File: config.mk
export PLATFORM = sky130hd
export DESIGN_NAME = skip_prescaler_flat
export DESIGN_NICKNAME = d
export VERILOG_FILES = /design/src/rtl/skip_pkg.sv /design/src/rtl/skip_prescaler_if.sv /design/src/rtl/prescale_load_slot.sv /design/src/rtl/skip_prescaler.sv /design/src/flat_wrapper.sv
export SDC_FILE = /design/constraint.sdc
export NUM_CORES = 1
export LEC_CHECK = 0
export CAP_MARGIN = 25
export CORE_UTILIZATION = 56
export CTS_CLUSTER_DIAMETER = 60
export DETAILED_ROUTE_END_ITERATION = 10
export PLACE_DENSITY = 0.8
export SLEW_MARGIN = 10
export SYNTH_ARGS = -nofsm -noshare
export SYNTH_HDL_FRONTEND = slang
export SYNTH_HIERARCHICAL = 1
export SYNTH_SLANG_ARGS = --single-unit
File: constraint.sdc
create_clock -name mCLK -period 6.05 [get_ports mCLK]
set_input_delay 0.9075 -clock mCLK [delete_from_list [all_inputs] [get_ports mCLK]]
set_output_delay 0.9075 -clock mCLK [all_outputs]
set_load 0.02 [all_outputs]
File: src/rtl/skip_pkg.sv
// Shared constants and types for the skip ring and its clock prescaler.
package skip_pkg;
   localparam int unsigned SKIP_W        = 32;
   localparam logic [31:0] SKIP_DEF_HALF = 32'h0100_0000;
   typedef logic [SKIP_W-1:0] half_t;
endpackage

File: src/rtl/skip_prescaler_if.sv
// Divisor load handshake between a controller (master) and the prescaler (slave).
interface skip_prescaler_if #(parameter int unsigned W = 32);
   logic         LD_VALID;
   logic [W-1:0] LD_HALF;
   logic         LD_READY;

   modport master (output LD_VALID, LD_HALF, input  LD_READY);
   modport slave  (input  LD_VALID, LD_HALF, output LD_READY);
endinterface

File: src/rtl/prescale_load_slot.sv
// One-entry holding register for a pending half-period; empties on apply or flush.
module prescale_load_slot #(
   parameter int unsigned W = 32
) (
   input  logic         mCLK,
   input  logic         nRST,
   input  logic         accept,
   input  logic         apply,
   input  logic         flush,
   input  logic [W-1:0] din,
   output logic         full,
   output logic [W-1:0] dout
);
   // accept only fires while empty, so it never collides with apply
   always_ff @(posedge mCLK or negedge nRST) begin
      if (!nRST) begin
         full <= 1'b0;
         dout <= '0;
      end else if (accept) begin
         full <= 1'b1;
         dout <= din;
      end else if (apply || flush) begin
         full <= 1'b0;
      end
   end
endmodule

File: src/rtl/skip_prescaler.sv
// Loadable-half-period clock prescaler for the skip ring; divisor swaps only at period end.
// Optional PRESCALE_SYNC_EN adds a SYNC input that re-phases the output and applies a pending load.
module skip_prescaler
   import skip_pkg::*;
#(
   parameter int unsigned  W        = SKIP_W,
   parameter logic [W-1:0] DEF_HALF = W'(SKIP_DEF_HALF)
) (
   input  logic             mCLK,
   input  logic             nRST,
   input  logic             E,
`ifdef PRESCALE_SYNC_EN
   input  logic             SYNC,
`endif
   skip_prescaler_if.slave  ld,
   output logic [W-1:0]     CUR_HALF,
   output logic             oCLK,
   output logic             oTICK
);
   logic [W-1:0] cnt;
   logic [W-1:0] h_eff;
   logic [W-1:0] slot_q;
   logic         slot_full;
   logic         accept;
   logic         wrap;
   logic         apply_pt;
   logic         sync;

`ifdef PRESCALE_SYNC_EN
   assign sync = SYNC;
`else
   assign sync = 1'b0;
`endif

   // a zero half-period behaves as one so the counter always wraps
   assign h_eff    = (CUR_HALF == '0) ? W'(1) : CUR_HALF;
   assign wrap     = (cnt == h_eff - W'(1));
   assign apply_pt = E && wrap && oCLK && slot_full && !sync;
   assign accept   = ld.LD_VALID && !slot_full;
   assign ld.LD_READY = !slot_full;

   prescale_load_slot #(.W(W)) u_slot (
      .mCLK   (mCLK),
      .nRST   (nRST),
      .accept (accept),
      .apply  (apply_pt),
      .flush  (sync),
      .din    (ld.LD_HALF),
      .full   (slot_full),
      .dout   (slot_q)
   );

   always_ff @(posedge mCLK or negedge nRST) begin
      if (!nRST) begin
         cnt      <= '0;
         oCLK     <= 1'b0;
         oTICK    <= 1'b0;
         CUR_HALF <= DEF_HALF;
      end else if (sync) begin
         cnt   <= '0;
         oCLK  <= 1'b0;
         oTICK <= 1'b0;
         if (slot_full) CUR_HALF <= slot_q;
      end else begin
         oTICK <= 1'b0;
         if (E) begin
            if (wrap) begin
               cnt   <= '0;
               oCLK  <= ~oCLK;
               oTICK <= ~oCLK;
               if (apply_pt) CUR_HALF <= slot_q;
            end else begin
               cnt <= cnt + W'(1);
            end
         end
      end
   end
endmodule
File: src/flat_wrapper.sv
// flat-port wrapper written by rule: the top's interface ports become plain ports
module skip_prescaler_flat import skip_pkg::*;
#(
   parameter int unsigned  W        = SKIP_W,
   parameter logic [W-1:0] DEF_HALF = W'(SKIP_DEF_HALF)
)
  (mCLK, nRST, E, CUR_HALF, oCLK, oTICK, ld_LD_VALID, ld_LD_HALF, ld_LD_READY);
  skip_prescaler_if #(.W(W)) ld_i ();
  input  logic mCLK;
  input  logic nRST;
  input  logic E;
  output logic [W-1:0] CUR_HALF;
  output logic oCLK;
  output logic oTICK;
  input wire logic [$bits(ld_i.LD_VALID)-1:0] ld_LD_VALID;
  input wire logic [$bits(ld_i.LD_HALF)-1:0] ld_LD_HALF;
  output wire logic [$bits(ld_i.LD_READY)-1:0] ld_LD_READY;
  assign ld_i.LD_VALID = ld_LD_VALID;
  assign ld_i.LD_HALF = ld_LD_HALF;
  assign ld_LD_READY = ld_i.LD_READY;
  skip_prescaler #(.W(W), .DEF_HALF(DEF_HALF)) u_core (.mCLK(mCLK), .nRST(nRST), .E(E), .ld(ld_i), .CUR_HALF(CUR_HALF), .oCLK(oCLK), .oTICK(oTICK));
endmodule
# ---- Word level (Yosys, flattened, before mapping)
# Index checks and enable logic that the tools add are counted.
dict set report classes {
  n_addsub 2
  n_eq_ne 1
  muxes 6
  n_bitwise 1
  reduce_logical 9
}
# operator n
set op_table {}
lappend op_table {{32-bit 2-to-1 mux} 2}
lappend op_table {{32-bit by 1-bit adder with 32-bit output, second input constant} 1}
lappend op_table {{32-bit equality test} 1}
lappend op_table {{32-bit logical NOT} 1}
lappend op_table {{32-bit by 1-bit subtractor with 32-bit output, second input constant} 1}
lappend op_table {{1-bit logical AND} 4}
lappend op_table {{1-bit 2-to-1 mux} 4}
lappend op_table {{3-bit AND reduction} 1}
lappend op_table {{2-bit AND reduction} 1}
lappend op_table {{2-bit nonzero test} 1}
lappend op_table {{1-bit logical NOT} 1}
lappend op_table {{1-bit inverter} 1}
dict set report totals {
  ff_bits 99
  inputBits 36
  output_inout_bits 35
  wordCells 25
}

# ---- Longest topological paths before layout
dict set report logic_depth {
  word_depth 9
  ltp_mapped 17
  depth_no_buf 15
}

# ---- By module
# The synthesis kept the hierarchy.
# mod n_inst cells_per_inst area_per_inst_um2 seq_area_each_um2
set modules_own_cells {}
lappend modules_own_cells {skip_prescaler 1 446 4449.3 1652.8}
lappend modules_own_cells {prescale_load_slot 1 71 1377.6 825.8}

# ---- Least setup slack after synthesis
# OpenSTA, ideal clock, no wires.
dict set report synth_path {
  kind {reg2reg}
  from {reg u_core.CUR_HALF[12]}
  to {reg u_core.CUR_HALF[0]}
  setup_time_ns 0.125
  t_arrival_ns 4.540
  t_required_ns 5.925
  path_slack_ns 1.384
  stages_incl_launch_ff 17
  n_path_buf 3
  synth_period_minus_slack_ns 4.666
  cell_sequence {dfrtp_1 -> or4_1 -> buf_2 -> or4_4 -> nor2_4 -> a21oi_1 -> ha_1 -> buf_2 -> o21ba_2 -> a221o_1 -> a32oi_1 -> nand4_1 -> a211oi_1 -> nand4b_2 -> nor4_4 -> buf_6 -> mux2_4}
}
dict set report synth_between {
  elab_chain_len 8
}
# item line_no
set synth_lines {}
lappend synth_lines {{start: declaration} skip_prescaler.sv:16} ;# output logic [W-1:0] CUR_HALF,
lappend synth_lines {{start signal: assignment} skip_prescaler.sv:63} ;# if (slot_full) CUR_HALF <= slot_q;
lappend synth_lines {{start signal: assignment} skip_prescaler.sv:71} ;# if (apply_pt) CUR_HALF <= slot_q;
lappend synth_lines {{32-bit logical NOT} skip_prescaler.sv:36} ;# assign h_eff = (CUR_HALF == '0) ? W'(1) : CUR_HALF;
lappend synth_lines {{32-bit 2-to-1 mux *} skip_prescaler.sv:36}
lappend synth_lines {{32-bit by 1-bit subtractor with 32-bit output *} skip_prescaler.sv:37} ;# assign wrap = (cnt == h_eff - W'(1));
lappend synth_lines {{32-bit equality test *} skip_prescaler.sv:37}
lappend synth_lines {{1-bit logical AND (3 in series)} skip_prescaler.sv:38} ;# assign apply_pt = E && wrap && oCLK && slot_full && !sync;
lappend synth_lines {{3-bit AND reduction (no source line) *} -}
# Every way passes the cells marked *; elsewhere a longest branch is shown, timed or not.
# A chain may end at the register's enable or synchronous reset.

# ---- Worst setup path in the final report
dict set report layout_path {
  from {reg u_core.CUR_HALF[12]}
  to {reg u_core.cnt[4]}
}
dict set report layout_between {
  elab_chain_len 5
}
# item line_no
set layout_lines {}
lappend layout_lines {{32-bit logical NOT} skip_prescaler.sv:36}
lappend layout_lines {{32-bit 2-to-1 mux *} skip_prescaler.sv:36}
lappend layout_lines {{32-bit by 1-bit subtractor with 32-bit output *} skip_prescaler.sv:37}
lappend layout_lines {{32-bit equality test *} skip_prescaler.sv:37}
lappend layout_lines {{32-bit 2-to-1 mux *} skip_prescaler.sv:67} ;# if (wrap) begin
lappend layout_lines {{end signal: assignment} skip_prescaler.sv:73} ;# cnt <= cnt + W'(1);
lappend layout_lines {{end: declaration} skip_prescaler.sv:20} ;# logic [W-1:0] cnt;
# Marks and branches as above.

==> qor.yml <==
status: "finished clean"
required_ns: 6.30
holdBufCountCts: 0
ys_ff_latch: 99
postSynthCellCount: 517
synth_xor_area_share_pct: 10.1
grt_use_met2_pct: 44.1
antenna_cells: 0
crit_path_start_kind: "register"
synth-compound-area-share_pct: 6.87
busiest_layer: "met2"
muxShareOfSynthArea_pct: 16.7
core_area_sq_mm: 0.00991
hpwl_um: 10800
ys_seq_area_share_pct: 42.5
met3_usage_pct: 6.52
yosysTopAreaCell: "dfrtp_1"
hold_viol_final: 0
r2r_start: "u_core/CUR_HALF[12]"
fin_util_pct: 68.6
path_clk_slew_ns: 0.10
period_share_pct: 85.5
rsz0062_at_grt: "no"
synth-async-reset-ratio_pct: 100
max_freq_mhz: 193
num_io_pins: 71
antenna_found_initial: 0
wl_um: 14600
grt_max_degree: 56
relSlewSlack_pct: 31.0
clock_path_buffers: 2
cts_root_buf: "clkbuf_8"
r2r_end: "u_core/cnt[4]"
ctsHtreeMaxLevel: 3
fin_crit_ns: 5.17
routed-via-count: 4306
io_buffers: 70
p_leak_uw: 0.00315
clock_latency_ns: 0.39
setup_tns_ns: 0
worst_pin_slew_ns: 1.03
synth_enable_flop_cells: 0
grt.total_usage_pct: 28.7
gr-usage-met1_pct: 39.9
die_w_um: 104
synthAdderAreaFrac_pct: 0.429
drive_gt1_share_pct: 19.3
arrival_ns: 5.42
ys_types: 66
vdd_drop_max_v: 0.000235
die_h_um: 104
synth_top_family_by_area: "simple AND/OR/NAND/NOR gates"
crit_type: "reg -> reg"
endpoint_kind: "register"
synth.net_count: 555
gp_congestion: 0.917
clock_sinks: 99
ys.flop_type: "dfrtp_1"
cts_buffers: 9
start_util_pct: 58.8
multiInputGateArea_sq_mm: 0.00317
synthSimpleGateAreaFrac_pct: 19.9
drtPass1Iterations: 5
avgViaCountPerCell: 5.98
slew_violations: 0
cp_max_fo: 23
wire_per_inst_um: 20.3
syn_area_per_cell_sq_um: 11.3
finalSetupViolCount: 0
die_area_sq_mm: 0.0108
area.growth.synth_to_final_pct: 16.7
final-seq-area_sq_mm: 0.00248
grt.overflow.total: 0
final_net_count: 620
synth_area_leaders: "dfrtp_1, mux2_4, xor2_1"
yosysWarnings: 6
drt_iter0_markers: 403
ff2ff_path_depth: 14
post_cts_buffers: 0
cts_tree: "yes"
cap_violations: 0
netlist_area_sq_mm: 0.00583
finClkSkew_ns: 0.0170
n_fill_cell: 748
drc: 0
ant_nets: 0
hold_class: "in -> async"
rows: 36
hold_slack_ns: 0.492
p_per_area_mw_per_mm2: 290
cts_resized: 0
r2r_slack_ns: 0.88
synth_top_area_share_pct: 42.1
grt_first_pass_wirelength_um: 24000
grt_pass1_vias: 4444
-- synthesized netlist by cell type (3+ instances only) --
| library cell | n |
|---|---|
| dfrtp_1 | 98 |
| or2_2 | 9 |
| and3_1 | 8 |
| buf_2 | 4 |
| o31a_1 | 3 |
| buf_6 | 5 |
| and4_1 | 6 |
| nand3_1 | 23 |
| nor4_1 | 13 |
| mux2_2 | 7 |
| xor2_1 | 39 |
| a211oi_1 | 3 |
| o32ai_1 | 3 |
| nand2_1 | 22 |
| nand4_1 | 14 |
| nor2b_1 | 8 |
| nor3_1 | 8 |
| nand4b_1 | 3 |
| nor2_1 | 45 |
| clkbuf_1 | 9 |
| nor3b_1 | 4 |
| or3_1 | 7 |
| mux2_4 | 59 |
| xnor2_1 | 28 |
| nor4_2 | 4 |
| inv_1 | 6 |
| buf_12 | 3 |
| a21oi_1 | 9 |
| or4_1 | 9 |
| o21ai_0 | 10 |
-- cell families after synthesis --
| kind of cell | Yosys count |
|---|---|
| and+or+nand+nor | 198 |
| DFF | 99 |
| xor gates and xnor gates | 67 |
| muxes | 67 |
| AOI/OAI and AO/OA | 55 |
| buffers and inverters | 28 |
| adders and majority gates | 2 |
| other | 1 |
-- layout by cell type, fill, tap and decap left out, drive strengths merged, types with 9 or more instances in the layout --
cell type / n
nand2: 22
mux2: 66
nand4: 14
nand3: 24
xnor2: 28
o21ai: 11
a21oi: 9
or2: 9
clkbuf: 11
dfrtp: 98
xor2: 39
inv: 9
nor4: 18
clkdlybuf4s50: 69
or4: 11
nor2: 46
-- where the power goes --
part | total, uW | switching, uW | internal (uW) | leakage (uW)
combinational | 679 | 352 | 327 | 0.00175
sequential | 817 | 82.1 | 735 | 0.00128
clock | 477 | 239 | 238 | 0.000113
total | 1970 | 674 | 1300 | 0.00315
-- metal layers --
layer  vias to the layer above  share of wire, %
li1                       2002                 -
met1                      2149                46
met2                       131                46
met3                        24               5.3
met4                         0               2.1
met5                         -                 0
-- metrics by stage --
stage	cell area, sq um	std cells	power (uW)	setup WS, ns
after floorplan	5830	517	1320	1.38
after global placement	6570	703	1490	1.10
after detailed placement	6570	703	1500	0.888
after CTS	6790	719	1980	0.878
after global routing	6800	720	2080	0.538
final	6800	720	1970	0.878
-- state kept, by name, summed over array words and instances (netlist names) --
signal / count
u_core/u_slot/dout: 32
u_core/cnt: 32
u_core/oCLK: 1
u_core/u_slot/full: 1
u_core/CUR_HALF: 32
u_core/oTICK: 1
-- area by class of cell --
cell class                      instances  share of cell area (%)
Inverter                                6                   0.331
Tap cell                              133                    2.45
Clock buffer                           10                    1.88
Timing Repair Buffer                   76                    10.9
Clock inverter                          6                    1.38
Sequential cell                        99                    36.5
Multi-Input combinational cell        390                    46.6
-- how the worst max path moves through the flow --
stage / from / to / slack (ns)
finish: u_core/CUR_HALF[12] / u_core/cnt[4] / 0.88
global route: u_core/CUR_HALF[25] / u_core/cnt[4] / 0.54
CTS: u_core/CUR_HALF[12] / u_core/cnt[4] / 0.88
detailed placement: u_core/CUR_HALF[12] / u_core/oCLK / 0.89
global placement: u_core/CUR_HALF[8] / u_core/CUR_HALF[23] / 1.10
floorplan: u_core/CUR_HALF[12] / u_core/CUR_HALF[0] / 1.38
-- worst max-delay path, cell delays in order, from the launching register on --
cell and delay, ns:
dfrtp_1 0.46, or4_1 0.70, or4_4 0.64, nor2_4 0.25
a21oi_1 0.11, ha_1 0.35, o21ba_2 0.25, a221o_1 0.35
a32oi_1 0.19, nand4_1 0.13, a211oi_1 0.26, nand4b_2 0.24
nor4_4 0.58, buf_4 0.39, o22ai_1 0.12
Power figures use the tool's default switching activity.
